**src/rtl/pwm_counter.sv**
```systemverilog
// Purpose: phase counter for the PWM; counts 0..duty-1 and wraps, holds at 0 when duty <= 1.
// Latency: cnt reflects a new duty value on the first clock edge after it is presented.
// Backpressure: none; the counter advances on every clock edge.
module pwm_counter #(
  parameter int WIDTH = 4
) (
  input  logic             rst,
  input  logic             clk,
  input  logic [WIDTH-1:0] duty,
  output logic [WIDTH-1:0] cnt
);

  logic [WIDTH-1:0] cnt_q;
  logic [WIDTH-1:0] cnt_d;
  // One extra bit so cnt+1 cannot wrap before it is compared with duty.
  logic [WIDTH:0]   cnt_inc;

  // Next phase: wrap to zero once the incremented phase reaches the period length.
  // Using >= (not ==) also catches duty being lowered below the current phase.
  always_comb begin
    cnt_inc = {1'b0, cnt_q} + {{WIDTH{1'b0}}, 1'b1};
    cnt_d   = cnt_inc[WIDTH-1:0];
    if (cnt_inc >= {1'b0, duty}) begin
      cnt_d = '0;
    end
  end

  // Phase register; reset forces phase 0 immediately.
  always_ff @(posedge clk or posedge rst) begin
    if (rst) begin
      cnt_q <= '0;
    end else begin
      cnt_q <= cnt_d;
    end
  end

  assign cnt = cnt_q;

endmodule

```
**src/rtl/pwm.sv**
```systemverilog
// Purpose: PWM generator; high for ampl clocks out of every duty clocks.
// Latency: signal is registered, one clock after the phase it reflects.
// Backpressure: none; inputs are sampled every clock, no handshake.
module pwm #(
  parameter int XLEN = 3
) (
  input  logic            rst,
  input  logic            clk,
  input  logic [XLEN-1:0] ampl,
  input  logic [XLEN:0]   duty,
  output logic            signal
);

  localparam int DW = XLEN + 1;

  logic [DW-1:0] cnt;
  logic [DW-1:0] ampl_ext;
  logic          signal_d;
  logic          signal_q;

  pwm_counter #(
    .WIDTH (DW)
  ) u_cnt (
    .rst  (rst),
    .clk  (clk),
    .duty (duty),
    .cnt  (cnt)
  );

  // High while the current phase is still inside the amplitude window.
  always_comb begin
    ampl_ext = {1'b0, ampl};
    signal_d = (cnt < ampl_ext);
  end

  // Output register; reset drives the output low immediately.
  always_ff @(posedge clk or posedge rst) begin
    if (rst) begin
      signal_q <= 1'b0;
    end else begin
      signal_q <= signal_d;
    end
  end

  assign signal = signal_q;

endmodule

```
**config.mk**
```make
export PLATFORM = sky130hd
export DESIGN_NAME = pwm
export DESIGN_NICKNAME = d
export VERILOG_FILES = /design/src/rtl/pwm_counter.sv /design/src/rtl/pwm.sv
export SDC_FILE = /design/constraint.sdc
export NUM_CORES = 1
export LEC_CHECK = 0
export CORE_AREA = 2 2 39 41
export DETAILED_ROUTE_END_ITERATION = 6
export DIE_AREA = 0 0 41 43
export DONT_BUFFER_PORTS = 1
export HOLD_SLACK_MARGIN = 0.1
export SETUP_SLACK_MARGIN = 0.4
export SLEW_MARGIN = 25
export SYNTH_ARGS = -nofsm -noshare
export SYNTH_HDL_FRONTEND = slang
export SYNTH_SLANG_ARGS = --single-unit
```
**constraint.sdc**
```tcl
create_clock -name clk -period 2.1 [get_ports clk]
set_input_delay 0.525 -clock clk [delete_from_list [all_inputs] [get_ports clk]]
set_output_delay 0.525 -clock clk [all_outputs]
set_load 0.01 [all_outputs]
```
==> results by group, run 1 <==
Run status
  • Status: finished, final reports clean

Logic synthesis
  • Synthesized area per cell: 9.53 um^2
  • Synth warn: 0
  • Synth top area cells: dfrtp_1, ha_1, inv_1, nand2b_1, a21oi_1
  • Post-Syn Area: 372 um^2
  • Post-synthesis cell count: 39
  • Netlist cell types: 16
  • Synthesis-stage register bit count: 5
  • Synth area leader: dfrtp_1
  • Synth top area share: 33.7%
  • Syn Nets: 55
  • Sequential-to-total area share from yosys stat: 33.7%

Floorplan
  • Die ar.: 1760 um^2
  • Die H: 43 um
  • Core area: 1380 um^2
  • Ports: 10
  • Die extent in x: 41 um
  • Starting Density: 26.9%
  • Row count: 14

Timing
  • Post-route setup TNS: 0 ps
  • Skew final: 2.02 ps
  • Max_slew headroom: 87.3%
  • Hold Fails Final Rpt: 0
  • Final-report max-slew violation count: 0
  • Worst slew pin tran: 190 ps
  • Min Hold Slack: 536 ps
  • Min cycle time layout: 1720 ps
  • Fin crit share: 81.9%
  • Unrepaired setup endpoints after global routing: true
  • Final number of setup-violating endpoints: 0
  • Max Freq: 0.581 GHz

Critical path
  • Worst Setup End Kind: flop
  • Worst Setup Start Kind: flop
  • Crit path DAT: 1870 ps
  • Crit path kind: reg -> reg
  • Reg-to-Reg End: u_cnt.cnt[3]
  • Buf/Inv on CP: 0
  • CP dominant cell by count: ha_4
  • Flop2flop setup slack: 380 ps
  • Worst setup path startpoint: u_cnt.cnt[0]
  • CP max stage cell: a2111o_1
  • Delay-heaviest family, CP: compound AO/OA/AOI/OAI gates
  • Required time of the critical path: 2250 ps
  • Critical path cell sequence: ha_4 -> ha_4 -> a2111o_1 -> a221oi_2
  • WP depth: 4
  • R2r worst-path depth: 4
  • CP peak stage delay: 470 ps
  • Critical Path End: u_cnt.cnt[3]
  • Reg-to-Reg Start: u_cnt.cnt[0]
  • Worst-path maximum fanout: 5

Pwr
  • Psw: 0.297 mW
  • Pleak: 0.240 nW
  • Seq pwr share: 28.5%
  • Maximum vdd drop: 0.529 mV
  • Power per Cell Area: 1470 nW/um^2
  • Internal power: 0.460 mW
  • Switching share of power: 39.3%
  • Comb pwr share: 56.6%
  • Power share of the clock group: 14.9%

Clocking
  • CTS Sinks: 5
  • CTS tree: done
  • Clk_lat worst skew: 240 ps
  • Clock Root Buffer: clkbuf_4
  • Number of H-tree levels: 1
  • Clock-pin transition on the worst setup and hold timing paths: 40 ps
  • TritonCTS Buffers: 3
  • Max Root-Sink Buffers: 2

Detailed routing
  • Post-DR wirelength/cell: 12.5 um
  • DR iter-0 viols: 3
  • WL final: 785 um
  • Overall via count from detail_route: 293
  • Post-DR vias/cell: 4.65
  • DRT antenna net count: 0
  • Initial DRT Pass Iterations: 3
  • Post-route DRC: 0

Global route
  • Vias in the first global route: 325
  • GRT overflow: 0
  • Total GRT Usage: 12.3%
  • Largest net degree at the start of global routing: 6
  • First-pass GRT wire length: 1340 um
  • Initial antenna violation count: 0

Hold path
  • Hold Crit Class: in -> reg

Final layout
  • Nets: 64
  • P&R area growth vs syn: 38.7%
  • Diode count: 0
  • Proportion of layout cells with a drive suffix above 1: 34.0%

Place
  • Detailed Place HPWL: 492 um
  • Routability cong.: 0.701
  • Port Buffers: 0

Job
  • Max-Cap Viols: 0
cells in the final DEF, fill, tap and decap left out, types with 2 or more instances in the layout:
cell type	netlist	final
inv_1	7	7
dfrtp_1	5	2
nand2b_1	4	3
ha_1	7	4
clkbuf_4	0	3
a21oi_1	3	3
buf_4	0	2
nand2_1	2	2
ha_4	0	3
dfrtp_2	0	3
worst reg2reg max path, delay by kind of cell (launching register included):
family / cells / cell delay, ps
compound gates: 2 / 700
fa+ha+maj: 2 / 470
flops: 1 / 450
worst min-delay path by stage:
stage                       start  endpoint  slack, ps  depth (start not counted)
after floorplan               rst    signal        300                          1
after global placement        rst    signal        320                          1
after detailed placement      rst    signal        320                          1
after CTS                 ampl[2]    signal        530                          3
after global routing      ampl[2]    signal        560                          3
final                     ampl[2]    signal        540                          3
power groups by stage:
| stage | Clock (mW) | Combinational [mW] | Sequential, mW |
|---|---|---|---|
| 3_5_place_dp | 0 | 0.287 | 0.195 |
| 2_1_floorplan | 0 | 0.237 | 0.182 |
| 6_report | 0.113 | 0.428 | 0.216 |
| 3_3_place_gp | 0 | 0.282 | 0.193 |
| 5_1_grt | 0.127 | 0.487 | 0.224 |
| 4_1_cts | 0.120 | 0.404 | 0.208 |
kinds of logic after synthesis:
group | after synthesis | share of synthesized area [%]
DFF | 5 | 33.7
buffers and inverters | 7 | 7.07
adders and majority gates | 7 | 23.6
and+or+nand+nor | 9 | 12.5
xor gates and xnor gates | 2 | 4.71
AOI/OAI and AO/OA | 9 | 18.5
sequential cells by signal, indices dropped and copies added (netlist names):
name and flops:
signal 1, u_cnt.cnt 4
per-layer routing:
metal  global-route usage, %  part of all wire (%)  routed length (um)  vias up
met5                       0                     0                   0        -
met4                    12.0                   2.7                  21        0
met3                    3.14                   2.0                  16        2
met2                    18.4                    54                 425        9
met1                    12.6                    41                 321      132
li1                        -                     -                   -      150
stage by stage:
| step | area, um^2 | utilization (%) | setup slack [ps] | cells | power (mW) |
|---|---|---|---|---|---|
| final | 515 | 37.3 | 380 | 63 | 0.757 |
| after global routing | 515 | 37.3 | 324 | 63 | 0.838 |
| after CTS | 507 | 36.6 | 383 | 63 | 0.732 |
| after detailed placement | 392 | 28.3 | 282 | 55 | 0.482 |
| after global placement | 392 | 28.3 | 290 | 55 | 0.475 |
| after floorplan | 372 | - | 405 | 39 | 0.419 |
cell usage after synthesis:
library cell,number
nand2_1,2
a21boi_0,1
nor2_1,1
inv_1,7
a2111o_1,1
a21oi_1,3
a21o_1,1
a221oi_2,1
xnor2_1,1
dfrtp_1,5
nand3_1,2
xor2_1,1
o21ai_0,1
nand2b_1,4
ha_1,7
a211oi_1,1
final cells by class:
type,count,area [um^2]
Tap cell,16,20.0
Multi-Input combinational cell,27,278
Sequential cell,5,129
Clock buffer,4,26.3
Timing Repair Buffer,4,36.3
Inverter,7,26.3
Fill cell,152,868
timing repair:
item	in CTS	in global routing
endpoints found under the hold margin	5	0
endpoints found under the setup margin	4	4
hold buffers	1	0
pin swaps	3	3
gates cloned	0	0
setup buffers	3	0
resized for setup	8	3
No activity file was read; power rests on OpenSTA's default activity.
==> run 2, diff against run 1 <==
==> constraint.sdc (replaced) <==
create_clock -name clk -period 1.4 [get_ports clk]
set_input_delay 0.35 -clock clk [delete_from_list [all_inputs] [get_ports clk]]
set_output_delay 0.35 -clock clk [all_outputs]
set_load 0.01 [all_outputs]
==> results by group, run 2 (same netlist as run 1, synthesis figures left out) <==
Detailed routing
  • Overall via count from detail_route: 330
  • Post-DR vias/cell: 4.85
  • WL final: 861 um
  • Post-DR wirelength/cell: 12.7 um
  • DR iter-0 viols: 3
  • DRT antenna net count: 0
  • Initial DRT Pass Iterations: 2
  • Post-route DRC: 0

Clocking
  • Number of H-tree levels: 1
  • TritonCTS Buffers: 3
  • CTS tree: done
  • CTS Sinks: 5
  • Max Root-Sink Buffers: 2
  • Clock Root Buffer: clkbuf_4
  • Clk_lat worst skew: 250 ps
  • Clock-pin transition on the worst setup and hold timing paths: 50 ps

Final layout
  • Nets: 69
  • Most frequent cells in the layout: buf_4, inv_1, nand2b_1
  • Largest register FFs: 4
  • Commonest non-fill, non-tap cell in the layout: buf_4
  • P&R area growth vs syn: 53.5%
  • Diode count: 0
  • Fin area: 571 um^2
  • Filler instances: 138
  • Proportion of layout cells with a drive suffix above 1: 44.2%

Timing
  • Fin crit share: 121%
  • Worst setup margin: -297 ps
  • Worst slew pin tran: 208 ps
  • Unrepaired setup endpoints after global routing: true
  • Min cycle time layout: 1700 ps
  • Max_slew headroom: 86.1%
  • Hold Fails Final Rpt: 0
  • Final-report max-slew violation count: 0
  • Max Freq: 0.589 GHz
  • Final number of setup-violating endpoints: 4
  • Skew final: 1.64 ps

Pwr
  • Psw: 0.505 mW
  • Comb pwr share: 63.3%
  • Pleak: 0.270 nW
  • Power per Cell Area: 2240 nW/um^2
  • Power share of the clock group: 13.4%
  • Seq pwr share: 23.2%
  • Switching share of power: 39.5%
  • Internal power: 0.774 mW
  • Total power: 1.28 mW
  • Maximum vdd drop: 0.793 mV

Place
  • Placed Area: 437 um^2
  • Detailed Place HPWL: 570 um
  • Port Buffers: 0
  • Dpl ws: -346 ps
  • Routability cong.: 0.783

Floorplan
  • Core area: 1380 um^2
  • Die H: 43 um
  • Ports: 10
  • Starting Density: 26.9%
  • Die ar.: 1760 um^2
  • Row count: 14
  • Die extent in x: 41 um

Run status
  • Status: complete, but fails checks
  • Violated checks: setup timing

Critical path
  • Worst Setup End Kind: flop
  • Required time of the critical path: 1550 ps
  • Worst Setup Start Kind: flop
  • Crit path kind: reg -> reg
  • Crit path DAT: 1850 ps
  • Worst-path maximum fanout: 5

Global route
  • GRT overflow: 0
  • Vias in the first global route: 340
  • First-pass GRT wire length: 1440 um
  • Total GRT Usage: 13.2%
  • Initial antenna violation count: 0
  • Largest net degree at the start of global routing: 6

Job
  • Max-Cap Viols: 0

Hold path
  • Hold Crit Class: in -> reg
-- run 2: cell type report --
cell class                      instances  area [um^2]  area share, %
Multi-Input combinational cell         27          300           52.6
Timing Repair Buffer                    9         70.1           12.3
Tap cell                               16         20.0           3.51
Inverter                                7         26.3           4.61
Clock buffer                            4         26.3           4.61
Sequential cell                         5          128           22.4
-- run 2: layer usage --
metal	GRT usage, %	vias up	wire (um)
li1	-	160	-
met1	12.1	150	325
met2	21.6	14	448
met3	3.66	6	41
met4	12.0	0	45
met5	0	-	0
-- run 2: per-stage QoR --
step	hold slack [ps]	utilization [%]	setup TNS [ps]	instances
detailed placement	150	31.6	-1180	61
global route	391	41.2	-1120	68
global placement	153	31.6	-1130	61
floorplan	129	-	-831	39
finish	367	41.2	-912	68
CTS	373	39.4	-811	68
-- run 2: critical path: stages (launching register included) --
cell and delay [ps]:
dfrtp_2 440, ha_4 300, ha_4 190, a2111o_1 430, a221oi_2 240
-- run 2: worst paths after layout --
check	to	slack, ps	cells past startpoint	start
worst max register to register	u_cnt.cnt[3]	-300	4	u_cnt.cnt[0]
min in group asynchronous	u_cnt.cnt[3]	450	2	rst
worst max-delay path	u_cnt.cnt[3]	-300	4	u_cnt.cnt[0]
worst min-delay path	signal	370	3	ampl[0]
worst min register to register	signal	620	2	u_cnt.cnt[3]
max in group asynchronous	u_cnt.cnt[1]	760	2	rst
-- run 2: timing repair --
action                                 CTS  global route
buffers inserted                         2             0
endpoints found under the hold margin    5             0
hold buffers                             1             0
pin swaps                                4             3
gates cloned                             0             0
setup endpoints to repair                5             6
resized for setup                       11             4
-- run 2: power by group through the flow --
stage          Sequential [mW]  Clock, mW  Combinational, mW
2_1_floorplan            0.272          0              0.354
3_3_place_gp             0.271          0              0.529
3_5_place_dp             0.272          0              0.545
4_1_cts                  0.294      0.171              0.711
5_1_grt                  0.314      0.180              0.912
6_report                 0.297      0.172              0.810
